$ cat src/rtl/hazard_ctrl.sv
// hazard_ctrl: pipeline hazard controller for the 5-stage RV32 core.
//
// Drives the hold/squash controls of the IF/ID, ID/EX and EX/MEM buffers and
// the fetch PC hold. Handles data-memory wait states, EX-resolved redirects
// and load-use hazards, in that priority order. Stall/flush outputs are
// combinational from the FSM state and the current inputs, and are forced low
// while rst_n is asserted.
//
// Parameters:
//   LOAD_LAT    bubbles per load-use hazard (1..3)
//   MEM_TIMEOUT consecutive wait cycles before mem_timeout is raised
//
// Ports:
//   clk, rst_n                    clock, asynchronous active-low reset
//   id_rs1/id_rs2, id_uses_rs1/2  source registers of the ID instruction
//   ex_rd, ex_MemRead             destination / load flag of the EX instruction
//   ex_redirect                   EX resolved a taken branch or jump
//   mem_req, mem_ready            MEM stage access handshake
//   pc_stall, *_stall, *_flush    pipeline control outputs
//   mem_timeout                   sticky memory-wait timeout flag
//   perf_stall_cnt/perf_flush_cnt performance counters
//
// Optional feature macro: HAZARD_PERF_EN builds the performance counters;
// without it both counter ports are tied to zero.

module hazard_ctrl #(
    parameter int unsigned LOAD_LAT    = 1,
    parameter int unsigned MEM_TIMEOUT = 1024
) (
    input  logic        clk,
    input  logic        rst_n,
    input  logic [4:0]  id_rs1,
    input  logic [4:0]  id_rs2,
    input  logic        id_uses_rs1,
    input  logic        id_uses_rs2,
    input  logic [4:0]  ex_rd,
    input  logic        ex_MemRead,
    input  logic        ex_redirect,
    input  logic        mem_req,
    input  logic        mem_ready,
    output logic        pc_stall,
    output logic        if_id_stall,
    output logic        if_id_flush,
    output logic        id_ex_stall,
    output logic        id_ex_flush,
    output logic        ex_mem_stall,
    output logic        mem_timeout,
    output logic [31:0] perf_stall_cnt,
    output logic [31:0] perf_flush_cnt
);

    localparam int unsigned LU_W   = 2;
    localparam int unsigned WAIT_W = $clog2(MEM_TIMEOUT + 1);
    localparam int unsigned CNT_W  = 32;

    typedef enum logic [1:0] {
        ST_RUN      = 2'd0,
        ST_LU_STALL = 2'd1,
        ST_MEM_WAIT = 2'd2
    } state_e;

    state_e              state_q, state_d;
    state_e              ret_q, ret_d;
    state_e              cur_st;
    logic [LU_W-1:0]     lu_cnt_q, lu_cnt_d;
    logic [WAIT_W-1:0]   wait_cnt_q, wait_cnt_d;
    logic                timeout_q, timeout_d;

    logic mem_hold;
    logic load_use;
    logic pc_stall_c, if_id_stall_c, if_id_flush_c;
    logic id_ex_stall_c, id_ex_flush_c, ex_mem_stall_c;

    // Hazard detection; x0 never produces a hazard.
    assign mem_hold = mem_req && !mem_ready;
    assign load_use = ex_MemRead && (ex_rd != 5'd0) &&
                      ((id_uses_rs1 && (id_rs1 == ex_rd)) ||
                       (id_uses_rs2 && (id_rs2 == ex_rd)));

    // State and counter registers.
    always_ff @(posedge clk or negedge rst_n) begin
        if (!rst_n) begin
            state_q    <= ST_RUN;
            ret_q      <= ST_RUN;
            lu_cnt_q   <= '0;
            wait_cnt_q <= '0;
            timeout_q  <= 1'b0;
        end else begin
            state_q    <= state_d;
            ret_q      <= ret_d;
            lu_cnt_q   <= lu_cnt_d;
            wait_cnt_q <= wait_cnt_d;
            timeout_q  <= timeout_d;
        end
    end

    // Next-state and control outputs.
    always_comb begin
        state_d        = state_q;
        ret_d          = ret_q;
        lu_cnt_d       = lu_cnt_q;
        wait_cnt_d     = '0;
        timeout_d      = timeout_q;
        pc_stall_c     = 1'b0;
        if_id_stall_c  = 1'b0;
        if_id_flush_c  = 1'b0;
        id_ex_stall_c  = 1'b0;
        id_ex_flush_c  = 1'b0;
        ex_mem_stall_c = 1'b0;

        // While waiting on memory the rules of the frozen state apply on release.
        cur_st = (state_q == ST_MEM_WAIT) ? ret_q : state_q;

        if (mem_hold) begin
            pc_stall_c     = 1'b1;
            if_id_stall_c  = 1'b1;
            id_ex_stall_c  = 1'b1;
            ex_mem_stall_c = 1'b1;
            state_d        = ST_MEM_WAIT;
            if (state_q != ST_MEM_WAIT) begin
                ret_d = state_q;
            end
            if (wait_cnt_q == WAIT_W'(MEM_TIMEOUT)) begin
                wait_cnt_d = wait_cnt_q;
            end else begin
                wait_cnt_d = wait_cnt_q + WAIT_W'(1);
            end
            if (wait_cnt_d == WAIT_W'(MEM_TIMEOUT)) begin
                timeout_d = 1'b1;
            end
        end else if (ex_redirect) begin
            // Redirect squashes younger work and cancels any load-use bubble.
            if_id_flush_c = 1'b1;
            id_ex_flush_c = 1'b1;
            state_d       = ST_RUN;
            lu_cnt_d      = '0;
        end else if (cur_st == ST_LU_STALL) begin
            pc_stall_c    = 1'b1;
            if_id_stall_c = 1'b1;
            id_ex_flush_c = 1'b1;
            lu_cnt_d      = lu_cnt_q - LU_W'(1);
            state_d       = (lu_cnt_q == LU_W'(1)) ? ST_RUN : ST_LU_STALL;
        end else if (load_use) begin
            pc_stall_c    = 1'b1;
            if_id_stall_c = 1'b1;
            id_ex_flush_c = 1'b1;
            if (LOAD_LAT > 1) begin
                state_d  = ST_LU_STALL;
                lu_cnt_d = LU_W'(LOAD_LAT - 1);
            end else begin
                state_d  = ST_RUN;
            end
        end else begin
            state_d = ST_RUN;
        end
    end

    // Reset forces every control low immediately, independent of the inputs.
    assign pc_stall     = rst_n & pc_stall_c;
    assign if_id_stall  = rst_n & if_id_stall_c;
    assign if_id_flush  = rst_n & if_id_flush_c;
    assign id_ex_stall  = rst_n & id_ex_stall_c;
    assign id_ex_flush  = rst_n & id_ex_flush_c;
    assign ex_mem_stall = rst_n & ex_mem_stall_c;
    assign mem_timeout  = timeout_q;

`ifdef HAZARD_PERF_EN
    logic [CNT_W-1:0] perf_stall_q;
    logic [CNT_W-1:0] perf_flush_q;

    // Free-running wrap-around event counters.
    always_ff @(posedge clk or negedge rst_n) begin
        if (!rst_n) begin
            perf_stall_q <= '0;
            perf_flush_q <= '0;
        end else begin
            if (pc_stall) begin
                perf_stall_q <= perf_stall_q + CNT_W'(1);
            end
            if (if_id_flush) begin
                perf_flush_q <= perf_flush_q + CNT_W'(1);
            end
        end
    end

    assign perf_stall_cnt = perf_stall_q;
    assign perf_flush_cnt = perf_flush_q;
`else
    assign perf_stall_cnt = CNT_W'(0);
    assign perf_flush_cnt = CNT_W'(0);
`endif

endmodule

$ cat config.mk
export PLATFORM = sky130hd
export DESIGN_NAME = hazard_ctrl
export DESIGN_NICKNAME = d
export VERILOG_FILES = /design/src/rtl/hazard_ctrl.sv
export SDC_FILE = /design/constraint.sdc
export NUM_CORES = 1
export LEC_CHECK = 0
export ABC_AREA = 1
export CORE_MARGIN = 4
export CORE_UTILIZATION = 40
export DETAILED_ROUTE_END_ITERATION = 8
export PLACE_DENSITY = 0.82
export REMOVE_ABC_BUFFERS = 1
export SLEW_MARGIN = 40
export SYNTH_ARGS = -nofsm -noshare
export SYNTH_HDL_FRONTEND = slang
export SYNTH_SLANG_ARGS = --single-unit
$ cat constraint.sdc
create_clock -name clk -period 1.77 [get_ports clk]
set_input_delay 0.354 -clock clk [delete_from_list [all_inputs] [get_ports clk]]
set_output_delay 0.354 -clock clk [all_outputs]
set_load 0.01 [all_outputs]
==> flow_metrics.py <==
metrics = {
    "clocking": {
        "cts_root_buf": "clkbuf_8",
        "cts.sinks": 18,
        "tritoncts": "done",
        "clock_latency_ns": 0.26,
        "cts_buffers": 3,
        "cts_hold_buffers": 0,
        "clk_pin_slew_ns": 0.07,
        "cts.htree.levels": 1,
        "cts.path.max_buffers": 2,
    },
    "detailed_routing": {
        "via_count": 1411,
        "drc": 0,
        "viasPerCell": 4.08,
        "post_drt_wl_per_cell_um": 9.05,
        "final_antenna_net_count": 0,
        "drtIter0Drc": 50,
        "wl_um": 3130,
        "first_pass_iters": 5,
    },
    "power": {
        "powerDensity_mw_per_mm2": 489,
        "clkPwrFrac_pct": 30.7,
        "p_seq_share_pct": 46.1,
        "p_comb_share_pct": 23.1,
        "internal-power_w": 0.000639,
        "p_sw_w": 0.000277,
        "fin_total_pwr_w": 0.000916,
        "p_leak_nw": 1.11,
        "p_sw_share_pct": 30.2,
        "ir_drop_uv": 375,
    },
    "grt": {
        "grtUsageTotal_pct": 11.2,
        "gr-total-overflow": 0,
        "grt_pass1_wl_um": 4860,
        "grt_max_degree": 15,
        "antenna_found_initial": 0,
        "grt_pass1_vias": 1226,
    },
    "die": {
        "die_w_um": 73.8,
        "rows": 23,
        "initial_core_util_pct": 42.4,
        "die_h_um": 73.8,
        "die_area_mm2": 0.00545,
        "ios": 94,
        "core_area_mm2": 0.00409,
    },
    "finish": {
        "multi_input_area_um2": 883,
        "utilization_pct": 45.9,
        "final_area_mm2": 0.00188,
        "syn2layout_area_growth_pct": 8.15,
        "nNetsFinal": 324,
        "n_antenna_cell": 0,
        "seqCellArea_um2": 450,
        "n_fill_cell": 428,
        "drive_gt1_share_pct": 15.2,
    },
    "place": {
        "dpl.hpwl_um": 2720,
        "portBuffers": 29,
        "dpl_cell_area_mm2": 0.00188,
        "gp_congestion": 0.875,
    },
    "timing": {
        "drv_slew": 0,
        "timing.fmax_mhz": 585,
        "rsz0062_at_grt": "true",
        "skew_ns": 0.00791,
        "finalCritPeriodShare_pct": 96.6,
        "setup_tns_ns": 0,
        "hold_violations": 0,
        "finalCriticalPeriod_ns": 1.71,
        "setup_viol": 0,
    },
    "worst_setup_path": {
        "critical_path_class": "in2out",
        "end_kind": "primary output",
        "path_max_fanout": 5,
        "worstPathRequired_ns": 1.42,
        "startpoint_type": "primary input",
        "arrival_ns": 1.36,
    },
    "synth": {
        "postSynthCellCount": 260,
        "synth_area_per_cell_um2": 6.67,
        "seq_area_frac_synth_pct": 26.0,
        "yosys-top-cells-area": "buf_4, dfrtp_1, nand2_1",
        "yosys_warnings": 0,
        "synth_top_area_share_pct": 28.6,
        "synth_top_cell_by_area": "buf_4",
        "ys_types": 23,
        "ys_ff_latch": 18,
        "syn-cell-area_mm2": 0.00173,
    },
    "hold_path": {
        "hold_class": "in2async",
    },
    "outcome": {
        "status": "finished, final reports clean",
    },
    "job": {
        "drv_cap": 0,
    },
}
[layer usage]
metal	part of all wire, %	GRT usage (%)	vias up
li1	-	-	722
met1	37	11.9	614
met2	51	20.4	67
met3	10	3.15	8
met4	2.1	4.83	0
met5	0	0	-
[repair_timing]
action / CTS / global route
pin swaps: 10 / 16
resized for setup: 47 / 30
endpoints found under the setup margin: 6 / 4
hold endpoints to repair: 0 / 0
setup buffers: 0 / 0
[cells in the mapped netlist, drive strengths merged]
cell     n
xnor2    1
o21ai    8
inv     41
a21oi    3
conb     1
nand3b   1
clkbuf   1
buf     66
ha       3
nor3     2
nor2    33
nand2   61
nand4    3
mux2i    1
dfrtp   18
xor2     3
nand3   14
[path summary, 6_finish.rpt]
kind	cells past startpoint	slack, ns	end	start
max in group asynchronous	2	1.36	lu_cnt_q[1]	rst_n
min	2	0.23	wait_cnt_q[4]	rst_n
min in group clk	2	0.46	mem_timeout	mem_timeout
max reg2reg	8	0.28	mem_timeout	wait_cnt_q[0]
max	8	0.06	id_ex_flush	mem_req
min reg2reg	2	0.46	mem_timeout	mem_timeout
[layout by cell type, fill, tap and decap left out, types with 5 or more instances in the layout]
master	count
conb_1	64
inv_2	7
nand3_1	12
nor2_1	27
clkbuf_2	9
nand2_1	58
inv_1	34
dfrtp_1	18
o21ai_1	5
clkdlybuf4s50_1	5
clkdlybuf4s15_1	6
buf_4	8
[power groups by stage]
stage	Combinational [W]	Clock, W	Sequential (W)
final	0.000212	0.000282	0.000423
after global routing	0.000242	0.000304	0.000423
after CTS	0.000208	0.000290	0.000422
after detailed placement	0.000226	0	0.000430
after global placement	0.000222	0	0.000430
after floorplan	0.000125	0	0.000429
[state kept, by name, summed over array words and instances (netlist names)]
signal and count:
lu_cnt_q 2, mem_timeout 1, ret_q 2, state_q 2
wait_cnt_q 11
[layout make-up]
type,instances,share of cell area [%]
timing repair buffer,37,15.1
tap,50,3.34
clock buffer,3,2.20
multi-input combinational,197,47.1
sequential,18,24.0
inverter,41,8.21
[worst max-delay path, stage by stage]
cell	delay [ns]
clkdlybuf4s50_1	0.46
inv_1	0.05
nor2_2	0.10
buf_4	0.14
nor2_1	0.04
nand2_1	0.05
inv_1	0.04
buf_2	0.13
[stage by stage]
stage	setup WS, ns	hold slack, ns	cells
floorplan	0.154	0.0584	256
global placement	-0.630	0.447	343
detailed placement	-0.696	0.452	343
CTS	0.00383	0.231	346
global route	-0.0160	0.263	346
finish	0.0610	0.229	346
[cells by family (layout without fill, tap and decap cells)]
family,after synthesis,after routing,synth area share (%)
AND/OR/NAND/NOR,114,114,28.2
buffers and inverters,108,81,37.7
flip-flops,18,18,26.0
AO/OA/AOI/OAI,11,11,3.17
XOR/XNOR,4,4,2.02
adder cells (fa/ha/maj),3,3,2.16
other,1,64,0.216
multiplexers,1,1,0.577
Power figures use the tool's default switching activity.
